===== config.mk =====
export PLATFORM = sky130hd
export DESIGN_NAME = if_fetch_ctrl
export DESIGN_NICKNAME = d
export VERILOG_FILES = /design/src/rtl/if_fetch_ctrl.sv
export SDC_FILE = /design/constraint.sdc
export NUM_CORES = 1
export LEC_CHECK = 0
export ABC_AREA = 1
export CAP_MARGIN = 25
export CELL_PAD_IN_SITES_DETAIL_PLACEMENT = 1
export CELL_PAD_IN_SITES_GLOBAL_PLACEMENT = 2
export CORE_MARGIN = 3
export CORE_UTILIZATION = 31
export DETAILED_ROUTE_END_ITERATION = 10
export HOLD_SLACK_MARGIN = 0.1
export PLACE_DENSITY_LB_ADDON = 0.12
export SETUP_SLACK_MARGIN = 0.15
export SYNTH_ARGS = -nofsm -noshare
export SYNTH_HDL_FRONTEND = slang
export SYNTH_SLANG_ARGS = --single-unit
export TNS_END_PERCENT = 50

===== constraint.sdc =====
create_clock -name clk -period 5.2 [get_ports clk]
set_input_delay 0.52 -clock clk [delete_from_list [all_inputs] [get_ports clk]]
set_output_delay 0.52 -clock clk [all_outputs]
set_load 0.05 [all_outputs]

===== src/rtl/if_fetch_ctrl.sv =====
// Instruction-fetch controller: owns the PC, reads the combinational imem and
// queues {pc, instr} pairs toward decode; redirects flush the queue.
module if_fetch_ctrl #(
    parameter int          DEPTH    = 2,
    parameter logic [31:0] RESET_PC = 32'h0000_0000,
    parameter int          LAST_IDX = 20
) (
    input  logic                       clk,
    input  logic                       reset,
    output logic [5:0]                 imem_a,
    input  logic [31:0]                imem_rd,
    input  logic                       redirect_valid,
    input  logic [31:0]                redirect_pc,
    output logic                       instr_valid,
    input  logic                       instr_ready,
    output logic [31:0]                instr_out,
    output logic [31:0]                pc_out,
    output logic [31:0]                pc_plus4,
    output logic                       fetch_done,
    output logic [$clog2(DEPTH):0]     occupancy
);

    localparam int AW = $clog2(DEPTH);
    localparam int OW = AW + 1;

    // Decode handshake: a head entry transfers on any rising edge where
    // instr_valid && instr_ready; the head holds stable while instr_ready is low.

    logic [31:0]   pc;
    logic [31:0]   q_pc    [DEPTH];
    logic [31:0]   q_instr [DEPTH];
    logic [AW-1:0] rd_ptr;
    logic [AW-1:0] wr_ptr;
    logic [OW-1:0] count;
    logic          pop;
    logic          full;
    logic          fetch_go;
    logic          redirect_lsb_unused;

    assign redirect_lsb_unused = ^redirect_pc[1:0];

    assign imem_a      = pc[7:2];
    assign fetch_done  = (pc[31:2] > 30'(LAST_IDX));
    assign instr_valid = (count != '0);
    assign occupancy   = count;
    assign pop         = instr_valid && instr_ready;
    assign full        = (count == OW'(DEPTH));
    assign fetch_go    = !redirect_valid && !fetch_done && (!full || pop);

    always_ff @(posedge clk or posedge reset) begin
        if (reset) begin
            pc     <= RESET_PC;
            rd_ptr <= '0;
            wr_ptr <= '0;
            count  <= '0;
        end else if (redirect_valid) begin
            // A pop in this cycle still completes from decode's view; the entry is simply discarded.
            pc     <= {redirect_pc[31:2], 2'b00};
            rd_ptr <= '0;
            wr_ptr <= '0;
            count  <= '0;
        end else begin
            if (fetch_go) begin
                pc     <= pc + 32'd4;
                wr_ptr <= wr_ptr + AW'(1);
            end
            if (pop) begin
                rd_ptr <= rd_ptr + AW'(1);
            end
            case ({fetch_go, pop})
                2'b10:   count <= count + OW'(1);
                2'b01:   count <= count - OW'(1);
                default: count <= count;
            endcase
        end
    end

    // Storage needs no reset: the head is only visible through instr_valid.
    always_ff @(posedge clk) begin
        if (fetch_go) begin
            q_pc[wr_ptr]    <= pc;
            q_instr[wr_ptr] <= imem_rd;
        end
    end

    assign instr_out = instr_valid ? q_instr[rd_ptr] : 32'd0;
    assign pc_out    = instr_valid ? q_pc[rd_ptr]    : 32'd0;
    assign pc_plus4  = pc_out + 32'd4;

endmodule


# Word-level counts from Yosys, hierarchy flattened
# Memories as Yosys holds them, arrays and structs flattened.
# Index checks and enable logic that the tools add are counted.
totals:
  input_bits: 68
  memories: 2
  output_inout_bits: 106
  register_bits: 36
  ramBits: 128
classes:
  magnitude_cmp: 1
  n_reduce_logical: 11
  muxes: 12
  n_eq_ne: 3
  n_addsub: 6
memory_table:
  columns: ["memory", "words", "width", "rd", "rd_clocked_by_memory_dff", "write_ports", "line", "source"]
  rows:
  - ["q_instr", 2, 32, 1, 0, 1, "31", "logic [31:0] q_instr [DEPTH];"]
  - ["q_pc", 2, 32, 1, 0, 1, "30", "logic [31:0] q_pc [DEPTH];"]
ops:
  columns: ["cell", "n"]
  rows:
  - ["$mux 32", 4]
  - ["$add 32x3->32 const B", 2]
  - ["$gt 30x5->1 const B", 1]
  - ["$mux 1", 6]
  - ["$reduce_bool 2->1", 3]
  - ["$eq 2x2->1 const B", 2]
  - ["$pmux 2 s2", 1]
  - ["$logic_and 1x1->1", 3]
  - ["$logic_not 1->1", 3]
  - ["$reduce_bool 3->1", 1]
  - ["$add 1x1->1 const B", 2]
  - ["$add 2x1->2 const B", 1]
  - ["$eq 2x1->1 const B", 1]
  - ["$mux 2", 1]
  - ["$sub 2x1->2 const B", 1]
  - ["$logic_or 1x1->1", 1]

# Depth between registers and ports, before layout
# Gate-level depths: netlist (run 1).
depth:
  depth_word: 7
  depth_mapped: 13
  depth_no_buf: 13

# Worst setup path after synthesis (run 1)
# Ideal clock, no wire load.
synth_path:
  path_type: "register to register"
  startpoint: "reg pc[2]"
  endpoint: "mem q_instr[1][0] (enable)"
  setup_ns: 0.482
  stages_incl_launch_ff: 12
  setup_slack_ns: 0.664
  n_path_buf: 1
  t_arrival_ns: 4.053
  cell_sequence: "dfrtp_1 -> inv_1 -> ha_1 -> inv_1 -> nand2_1 -> nand2_1 -> nand2_1 -> nand3_1 -> nor2_1 -> nand2_1 -> clkbuf_1 -> nor2_1"
synth_via:
  elab_chain_cells: 6
synth_rtl:
  columns: ["item", "line", "source"]
  rows:
  - ["start, declared", "29", "logic [31:0] pc;"]
  - ["start signal, assigned", "58", "pc <= {redirect_pc[31:2], 2'b00};"]
  - ["start signal, assigned", "64", "pc <= pc + 32'd4;"]
  - ["$gt 30x5->1", "43", "assign fetch_done = (pc[31:2] > 30'(LAST_IDX));"]
  - ["$logic_not 1->1", "48", "assign fetch_go = !redirect_valid && !fetch_done && (!full || pop);"]
  - ["$logic_and 1x1->1 (2 in series)", "48", null]
  - ["$mux 1", "80", "if (fetch_go) begin"]
  - ["$mux 1 (not written as such)", "82", "q_instr[wr_ptr] <= imem_rd;"]
  - ["end, declared", "31", null]
# Every way passes these cells.

# Final worst setup path (run 1)
layout_path:
  startpoint: "reg rd_ptr"
  endpoint: "out pc_plus4[16]"
layout_via:
  elab_chain_cells: 3
layout_rtl:
  columns: ["item", "line", "source"]
  rows:
  - ["start, declared", "32", "logic [AW-1:0] rd_ptr;"]
  - ["start signal, assigned", "68", "rd_ptr <= rd_ptr + AW'(1);"]
  - ["$mem_v2 2x32", null, null]
  - ["$mux 32", "87", "assign pc_out = instr_valid ? q_pc[rd_ptr] : 32'd0;"]
  - ["$add 32x3->32", "88", "assign pc_plus4 = pc_out + 32'd4;"]
  - ["end, declared", "18", "output logic [31:0] pc_plus4,"]
# Every way passes these cells.

==> impl_metrics.yaml, run 1 <==
run_status:
  outcome: "finished clean"
clock_network:
  clock_tree.buffer_depth: 2
  clock-sinks: 158
  tritoncts.num_buffers: 17
  clkLatencyLatePin_ns: 0.43
  post_cts.resized_instances: 0
  postCtsSetupRepairBufs: 0
  clk_root_buffer_cell: "clkbuf_16"
  cts_htree_levels: 4
  clk_pin_slew_worst_paths_ns: 0.07
  post_cts_hold_buffer_count: 0
  tritoncts_clock_tree: "yes"
critical_path:
  cp_data_arrival_time_ns: 3.90
  crit_fanout: 40
  rrSetupSlack_ns: 2.04
  rr_worst_depth: 11
  critical_path.startpoint_type: "register"
  timing.critical_path.to: "pc_plus4[16]"
  criticalPathCategory: "register to output port"
  cp-end-kind: "output port"
  timing.critical_path.from: "rd_ptr"
  worstReg2RegStart: "pc[2]"
  rr_endpoint: "q_pc[1][22]"
  critical_path_required_ns: 4.68
run:
  timing.max_cap.violations: 0
yosys:
  synth-main-ff-cell: "edfxtp_1"
  synth.most_common_cell: "nand2_1"
  synthDominantAreaCellType: "edfxtp_1"
  synthesis.instances: 783
  sequential_fraction_of_the_synthesis_area_pct: 59.59
  synthesis.yosys.warnings: 0
  yosys_register_bits: 158
  post_synth_instance_area_um2: 7676
  synth_top_cells_by_area: "edfxtp_1 (49%), nand2_1 (12%), dfrtp_1 (11%)"
  synth-edff-count: 124
  synthDistinctLibCells: 40
  async_flop_share_pct: 21.52
  synth_top_cells_by_count: "nand2_1 (241), edfxtp_1 (124), nor2_1 (78)"
  avgSynthCellArea_um2: 9.803
  yosys.area.top_type_share_pct: 48.51
finish:
  final_layout_size_suffix_gt1_share_pct: 13.08
  syn2layout_area_growth_pct: 33.01
  design.final.nets: 1014
  insertedDiodeCount: 0
  finish.cell_count_without_fillers: 1275
route:
  drc_errors: 0
  via_density: 4.529
  drt_iter0_drc: 277
  detail_route.wirelength_mm: 20.96
  drt-wirelength-per-cell_um: 16.44
  detail-route-antenna-nets: 0
  dr.pass1.iters: 4
  detailed_route_via_count: 5774
timing:
  setup_violators_final: 0
  slew_headroom_pct: 35.69
  unrepaired_setup_endpoints_after_global_routing: "false"
  report.final.hold_viol_count: 0
  report.final.slew_viol_count: 0
  tightestPinTransition_ns: 0.9623
  clock_skew_ns: 0.01380
  finalCriticalPeriod_ns: 4.420
  fmax_mhz: 226.3
  setup-tns-final_ns: 0
  postLayoutSetupSlackWorst_ns: 0.7801
  final_min_period_over_clock_period_pct: 85.00
power:
  peakVddDrop_v: 0.0002485
  power_leakage_nw: 4.007
  powerDensity_nw_per_um2: 485.8
worst_hold_path:
  min-delay-path-class: "primary input to async pin"
placement:
  dp_hpwl_mm: 15.83
  numPortBuffers: 167
  place.detailed.instances: 1243
  place_congestion: 0.7656
  pre_cts_ws_ns: 1.132
die:
  floorplan.initialDensity_pct: 32.13
  floorplan.core_area_um2: 23890
  floorplan.rows: 56
  die_height_um: 163.4
  die_area_um2: 26690
  ios: 174
  die_width_um: 163.4
grt:
  grt_max_degree: 48
  first_pass_grt_wire_length_mm: 33.53
  aggregate_global_route_resource_usage_pct: 16.26
  grt_pass1_vias: 6138
  globalRoute.totalOverflow: 0
  antenna_found_initial: 0
==> per-layer routing <==
| metal | global-route usage, % | part of all wire (%) | wire (um) | up-vias |
|---|---|---|---|---|
| met5 | 0 | 0 | 0 | - |
| met4 | 3.960 | 0.68 | 142 | 0 |
| met3 | 3.652 | 4.7 | 981 | 9 |
| met2 | 26.81 | 47 | 9914 | 126 |
| met1 | 21.88 | 47 | 9918 | 2777 |
| li1 | - | - | - | 2862 |
==> layout make-up <==
type	instances	area, um^2
repair buffers	177	1747
inverters	61	229.0
clock buffers	18	429.2
well taps	319	399.1
clock inverters	14	172.7
fillers	2645	13680
flip-flops and latches	158	4576
multi-input cells	528	2658
==> layout by cell type, fill, tap and decap left out, types with 5 or more instances in the layout <==
cell type,Yosys,routed
nor2_1,78,77
inv_6,0,7
nor2_4,15,16
buf_4,12,10
o21ai_0,18,18
nand4_1,10,10
dfrtp_1,34,33
a21oi_1,35,35
clkdlybuf4s50_1,0,167
nand3b_1,5,5
inv_2,10,11
inv_1,51,50
nand3_1,35,35
clkbuf_16,0,17
nor2_2,17,17
xor2_1,14,14
nand2_2,11,11
edfxtp_1,124,124
or2_2,7,7
o21ai_2,5,5
nand2_1,241,241
==> worst min path at each step <==
stage	from	endpoint
after floorplan	pc[12]	q_pc[0][12]
after global routing	pc[28]	q_pc[0][28]
after detailed placement	pc[14]	q_pc[0][14]
after CTS	reset	pc[22]
after global placement	pc[14]	q_pc[1][14]
final	reset	occupancy[1]
==> critical path: stages (launching register included) <==
cell and delay, ns:
dfrtp_2 0.56, inv_2 0.59, nor2_1 0.15, nor3_4 0.36, ha_1 0.37, nand2_4 0.17, nor2_2 0.22, nand2_1 0.10
xnor2_1 0.13, clkdlybuf4s50_1 0.82
==> metrics by stage <==
| step | area (um^2) | total power, W | hold slack, ns | util [%] |
|---|---|---|---|---|
| 6_report | 10210 | 0.004960 | 0.4918 | 42.73 |
| 3_5_place_dp | 9608 | 0.003764 | 0.4878 | 40.21 |
| 3_3_place_gp | 9608 | 0.003739 | 0.4786 | 40.21 |
| 2_1_floorplan | 7687 | 0.003017 | 0.4421 | - |
| 5_1_grt | 10210 | 0.005205 | 0.5056 | 42.73 |
| 4_1_cts | 10210 | 0.005034 | 0.5019 | 42.73 |
==> flip-flops by register name, summed over array words and instances (netlist names) <==
| name | cells |
|---|---|
| q_instr | 64 |
| occupancy | 2 |
| q_pc | 60 |
| wr_ptr | 1 |
| rd_ptr | 1 |
| pc | 30 |
==> cells by family (layout without fill, tap and decap cells) <==
family / Yosys count / after routing / synth area share [%]
buf+inv: 100 / 270 / 6.031
flops: 158 / 158 / 59.59
xor+xnor: 18 / 18 / 2.152
fa+ha+maj: 3 / 3 / 0.4890
compound gates: 68 / 68 / 5.249
simple gates: 435 / 435 / 26.44
other cells: 1 / 4 / 0.04885
==> report_power, final <==
group | internal, W | switching (W) | total (W) | leakage [nW]
combinational | 0.000654 | 0.00160 | 0.00225 | 2.19
clock | 0.000725 | 0.000532 | 0.00126 | 0.288
sequential | 0.00140 | 0.0000557 | 0.00145 | 1.53
total | 0.00278 | 0.00218 | 0.00496 | 4.01
(Power assumes the default switching activity.)
==> run 2, diff against run 1 <==
==> constraint.sdc (replaced) <==
create_clock -name clk -period 4.1 [get_ports clk]
set_input_delay 0.41 -clock clk [delete_from_list [all_inputs] [get_ports clk]]
set_output_delay 0.41 -clock clk [all_outputs]
set_load 0.05 [all_outputs]
==> run 2 against run 1 <==
  * Combinational power increased by 35%
  * Final area increased by 1.7%
  * Clock power increased by 21%
  * Critical path depth increased by 2
  * Core utilization increased by 0.71 points
  * First-iteration DRC count increased by 1.4%
  * Die area unchanged
  * Worst setup slack got worse by 0.15 ns
  * Sequential share of layout area decreased by 0.73 points
  * Clock-buffer cell count decreased by 1
  * Critical path type unchanged
  * Largest cell class unchanged
  * Highest routed layer unchanged
==> impl_metrics.yaml, run 2 (synthesis gave the netlist of run 1 again) <==
clock_network:
  post_cts_hold_buffer_count: 0
  post_cts.resized_instances: 0
  clk_pin_slew_worst_paths_ns: 0.07
  clock-sinks: 158
  tritoncts_clock_tree: "yes"
  clkLatencyLatePin_ns: 0.42
  clk_root_buffer_cell: "clkbuf_16"
  cts_htree_levels: 4
  postCtsSetupRepairBufs: 0
  tritoncts.num_buffers: 17
  clock_tree.buffer_depth: 2
die:
  die_width_um: 163.4
  die_height_um: 163.4
  floorplan.initialDensity_pct: 32.13
  die_area_um2: 26690
  ios: 174
  floorplan.core_area_um2: 23890
  floorplan.rows: 56
route:
  detailed_route_via_count: 5900
  drc_errors: 0
  via_density: 4.627
  detail-route-antenna-nets: 0
  dr.pass1.iters: 4
  drt-wirelength-per-cell_um: 17.16
  detail_route.wirelength_mm: 21.88
  drt_iter0_drc: 281
finish:
  biggestRegsByFlops: "q_instr (64), q_pc (60), pc (30)"
  layout_commonest_cell: "nand2_1"
  design.final.nets: 1015
  final_util_pct: 43.44
  largest_register_ffs: 64
  final_design_area_excluding_fillers_um2: 10380
  seq_area_um2: 4576
  n_fill_cell: 2635
  largest_register: "q_instr"
  final_layout_size_suffix_gt1_share_pct: 16.11
  syn2layout_area_growth_pct: 35.22
  layout.cells.most_common_list: "nand2_1 (241), clkdlybuf4s50_1 (139), edfxtp_1 (124), nor2_1 (77), inv_1 (50)"
  insertedDiodeCount: 0
  multi_input_combinational_cell_area_um2: 2658
timing:
  unrepaired_setup_endpoints_after_global_routing: "false"
  final_min_period_over_clock_period_pct: 84.55
  finalCriticalPeriod_ns: 3.466
  clock_skew_ns: 0.01175
  setup-tns-final_ns: 0
  fin_worst_hold_slack_ns: 0.4399
  fmax_mhz: 288.5
  report.final.slew_viol_count: 0
  report.final.hold_viol_count: 0
  setup_violators_final: 0
  slew_headroom_pct: 54.22
  tightestPinTransition_ns: 0.6859
grt:
  aggregate_global_route_resource_usage_pct: 16.60
  first_pass_grt_wire_length_mm: 34.18
  antenna_found_initial: 0
  grt_pass1_vias: 6212
  globalRoute.totalOverflow: 0
  grt_max_degree: 51
critical_path:
  worstReg2RegStart: "pc[2]"
  cp-end-kind: "output port"
  criticalPathCategory: "register to output port"
  crit_fanout: 35
  timing.critical_path.from: "rd_ptr"
  cp_data_arrival_time_ns: 3.06
  critical_path.startpoint_type: "register"
  cell_with_the_largest_stage_delay_on_the_worst_path: "buf_4"
  worstPathCellList: "buf_4 > buf_4 > nand2_1 > a21oi_4 > nand2_1 > inv_1 > nand2_1 > nor2_1 > nand2_1 > xor2_1 > buf_12"
  rr_worst_depth: 11
  critical_path.most_common_cell: "nand2_1"
  slowest_delay_ns: 0.46
  critical_path_required_ns: 3.69
placement:
  numPortBuffers: 167
  place_congestion: 0.8107
  dp_hpwl_mm: 16.21
  placedInstanceArea_um2: 9808
power:
  clock_power_share_pct: 23.8
  p_sw_share_pct: 44.08
  power.internal_w: 0.003575
  p_seq_share_pct: 28.6
  peakVddDrop_v: 0.0002805
  combPwrFrac_pct: 47.6
  powerDensity_nw_per_um2: 615.9
  p_switching_w: 0.002818
  power_leakage_nw: 4.116
run_status:
  outcome: "finished clean"
run:
  timing.max_cap.violations: 0
worst_hold_path:
  min-delay-path-class: "primary input to async pin"
## run 2: worst max-delay path, delay by kind of cell, from the launching register on
family | cells | cell delay (ns)
buffers and inverters | 4 | 1.05
AO/OA/AOI/OAI | 1 | 0.28
XOR/XNOR | 1 | 0.29
AND/OR/NAND/NOR | 5 | 0.61
flip-flops | 1 | 0.37
## run 2: power by group through the flow
stage | Clock [W] | Sequential [W] | Combinational [W]
after global routing | 0.00163 | 0.00183 | 0.00322
after detailed placement | 0 | 0.00186 | 0.00308
after floorplan | 0 | 0.00186 | 0.00196
after global placement | 0 | 0.00186 | 0.00304
after CTS | 0.00156 | 0.00183 | 0.00309
final | 0.00152 | 0.00183 | 0.00304
## run 2: through the flow
stage                     total power [W]  setup slack (ns)  cells
after detailed placement         0.004945             1.046   1244
after floorplan                  0.003827            0.5475    786
after CTS                        0.006484            0.5766   1275
final                            0.006393            0.6335   1275
after global routing             0.006690            0.3299   1275
after global placement           0.004898             1.103   1244
## run 2: cell type report
| class | count | share of cell area, % |
|---|---|---|
| repair buffers | 178 | 18.76 |
| flip-flops and latches | 158 | 44.08 |
| clock inverters | 14 | 1.410 |
| clock buffers | 17 | 4.098 |
| well taps | 319 | 3.845 |
| inverters | 61 | 2.206 |
| multi-input cells | 528 | 25.60 |
## run 2: worst paths after layout
kind | end | slack, ns
max reg2reg | q_pc[1][28] | 1.39
max | pc_plus4[17] | 0.63
min reg2reg | q_pc[1][14] | 0.48
min in group clk | q_pc[1][14] | 0.48
min | pc[23] | 0.44
max in group asynchronous | pc[8] | 2.95
## run 2: per-layer routing
| layer | vias up | part of all wire, % | GRT usage [%] |
|---|---|---|---|
| met5 | - | 0 | 0 |
| met4 | 0 | 0.75 | 3.345 |
| met3 | 12 | 4.5 | 3.779 |
| met2 | 134 | 49 | 27.98 |
| met1 | 2889 | 46 | 22.07 |
| li1 | 2865 | - | - |
==> run 3, diff against run 2 <==
==> constraint.sdc (replaced) <==
create_clock -name clk -period 3.2 [get_ports clk]
set_input_delay 0.32 -clock clk [delete_from_list [all_inputs] [get_ports clk]]
set_output_delay 0.32 -clock clk [all_outputs]
set_load 0.05 [all_outputs]
==> run 3 against run 2 <==
  * Die area is the same
  * Total power grew 38%
  * Wire length shrank 0.28%
  * Combinational power grew 45%
  * Via count is essentially flat
  * First-iteration DRC count shrank 22%
  * Global-route usage shrank 0.066 points
  * Clock power grew 34%
  * Worst setup slack lost 0.30 ns
  * Sequential cell count is the same
  * Sequential power grew 28%
  * Critical path type unchanged
==> impl_metrics.yaml, run 3 (synthesis gave the netlist of run 1 again) <==
critical_path:
  crit_fanout: 30
  rr_worst_depth: 11
  critical_path.startpoint_type: "register"
  rr_endpoint: "q_instr[0][3]"
  timing.critical_path.from: "rd_ptr"
  criticalPathCategory: "register to output port"
  worstReg2RegStart: "pc[3]"
  rrSetupSlack_ns: 0.66
  cp-end-kind: "output port"
  critical_path_required_ns: 2.88
  cp_data_arrival_time_ns: 2.55
run:
  timing.max_cap.violations: 0
finish:
  layout.cells.most_common_list: "nand2_1 (241), edfxtp_1 (124), nor2_1 (75), clkdlybuf4s50_1 (74), buf_12 (60)"
  finish.cell_count_without_fillers: 1288
  final_design_area_excluding_fillers_um2: 10890
  layout_commonest_cell: "nand2_1"
  design.final.nets: 1027
  biggestRegsByFlops: "q_instr (64), q_pc (60), pc (30)"
  n_fill_cell: 2636
  largest_register: "q_instr"
  syn2layout_area_growth_pct: 41.89
  insertedDiodeCount: 0
  final_layout_size_suffix_gt1_share_pct: 24.46
  largest_register_ffs: 64
run_status:
  outcome: "finished clean"
clock_network:
  clkLatencyLatePin_ns: 0.43
  clock_tree.buffer_depth: 2
  cts_htree_levels: 4
  clk_pin_slew_worst_paths_ns: 0.07
  clock-sinks: 158
  tritoncts_clock_tree: "yes"
  clk_root_buffer_cell: "clkbuf_16"
  tritoncts.num_buffers: 17
  post_cts_hold_buffer_count: 0
timing:
  slew_headroom_pct: 38.51
  fmax_mhz: 348.3
  finalCriticalPeriod_ns: 2.871
  setup_violators_final: 0
  postLayoutSetupSlackWorst_ns: 0.3288
  final_min_period_over_clock_period_pct: 89.72
  unrepaired_setup_endpoints_after_global_routing: "true"
  clock_skew_ns: 0.01116
  tightestPinTransition_ns: 0.9214
  report.final.hold_viol_count: 0
  report.final.slew_viol_count: 0
route:
  dr.pass1.iters: 4
  drt_iter0_drc: 218
  via_density: 4.582
  drt-wirelength-per-cell_um: 16.94
  detailed_route_via_count: 5901
  detail_route.wirelength_mm: 21.82
  detail-route-antenna-nets: 0
  drc_errors: 0
grt:
  aggregate_global_route_resource_usage_pct: 16.54
  first_pass_grt_wire_length_mm: 33.89
  grt_max_degree: 46
  globalRoute.totalOverflow: 0
  antenna_found_initial: 0
  grt_pass1_vias: 6201
placement:
  pre_cts_ws_ns: 0.4711
  dp_hpwl_mm: 16.56
  place.detailed.instances: 1253
  placedInstanceArea_um2: 10180
  place_congestion: 0.7836
  numPortBuffers: 167
power:
  clock_power_share_pct: 23.1
  p_seq_share_pct: 26.7
  combPwrFrac_pct: 50.2
  power_leakage_nw: 4.432
  p_switching_w: 0.003746
  p_sw_share_pct: 42.55
  power.internal_w: 0.005058
  peakVddDrop_v: 0.0003865
  powerDensity_nw_per_um2: 808.3
die:
  die_width_um: 163.4
  floorplan.initialDensity_pct: 32.13
  floorplan.core_area_um2: 23890
  die_area_um2: 26690
  floorplan.rows: 56
  die_height_um: 163.4
  ios: 174
worst_hold_path:
  min-delay-path-class: "primary input to async pin"
run 3: cell types whose count changed in the layout (fill, tap and decap cells not counted), sizes merged, moves of 3 or more:
| cell | before | now |
|---|---|---|
| clkinv | 2 | 5 |
| clkdlybuf4s50 | 139 | 74 |
| buf | 39 | 115 |
| inv | 70 | 67 |
run 3: final cells by class:
class	count	area [um^2]	share of cell area (%)
clock buffer	18	429.2	3.940
clock inverter	14	176.4	1.620
sequential	158	4578	42.03
inverter	61	241.5	2.217
timing repair buffer	190	2367	21.73
tap	319	399.1	3.665
multi-input combinational	528	2700	24.79
run 3: through the flow:
step / setup TNS, ns / util, % / power (W) / hold WS [ns]
after floorplan: -1.105 / - / 0.004903 / 0.4189
after global placement: 0 / 42.60 / 0.006712 / 0.4620
after detailed placement: 0 / 42.60 / 0.006784 / 0.4749
after CTS: 0 / 45.18 / 0.008839 / 0.4156
after global routing: 0 / 45.59 / 0.009203 / 0.4490
final: 0 / 45.59 / 0.008804 / 0.4047
run 3: critical path, cell delays in order (launching register included):
cell	delay, ns
dfrtp_2	0.45
buf_12	0.21
nor2_1	0.09
nor2_4	0.08
nand2_2	0.07
inv_1	0.12
ha_2	0.27
nand2_4	0.15
nor3_4	0.28
nand2_1	0.08
nand2_1	0.06
nand2_1	0.08
buf_12	0.16
run 3: power groups by stage:
stage	Clock (W)	Combinational, W	Sequential (W)
2_1_floorplan	0	0.00252	0.00239
3_3_place_gp	0	0.00433	0.00238
6_report	0.00203	0.00442	0.00235
5_1_grt	0.00219	0.00466	0.00236
3_5_place_dp	0	0.00440	0.00239
4_1_cts	0.00208	0.00441	0.00235
run 3: worst max-delay path by stage:
stage	to
CTS	pc_plus4[13]
global placement	pc_plus4[16]
global route	pc_plus4[28]
finish	pc_plus4[28]
detailed placement	pc_plus4[16]
floorplan	pc_plus4[16]
run 3: per-layer routing:
metal	global-route usage, %	up-vias	share of wire (%)
li1	-	2889	-
met1	21.56	2847	44
met2	28.38	147	50
met3	3.449	18	5.0
met4	3.806	0	0.92
met5	0	-	0
run 3: timing repair:
item,CTS,global route
gates resized for setup,3,16
pin swaps,1,2
setup endpoints to repair,15,22
buffers inserted,0,3
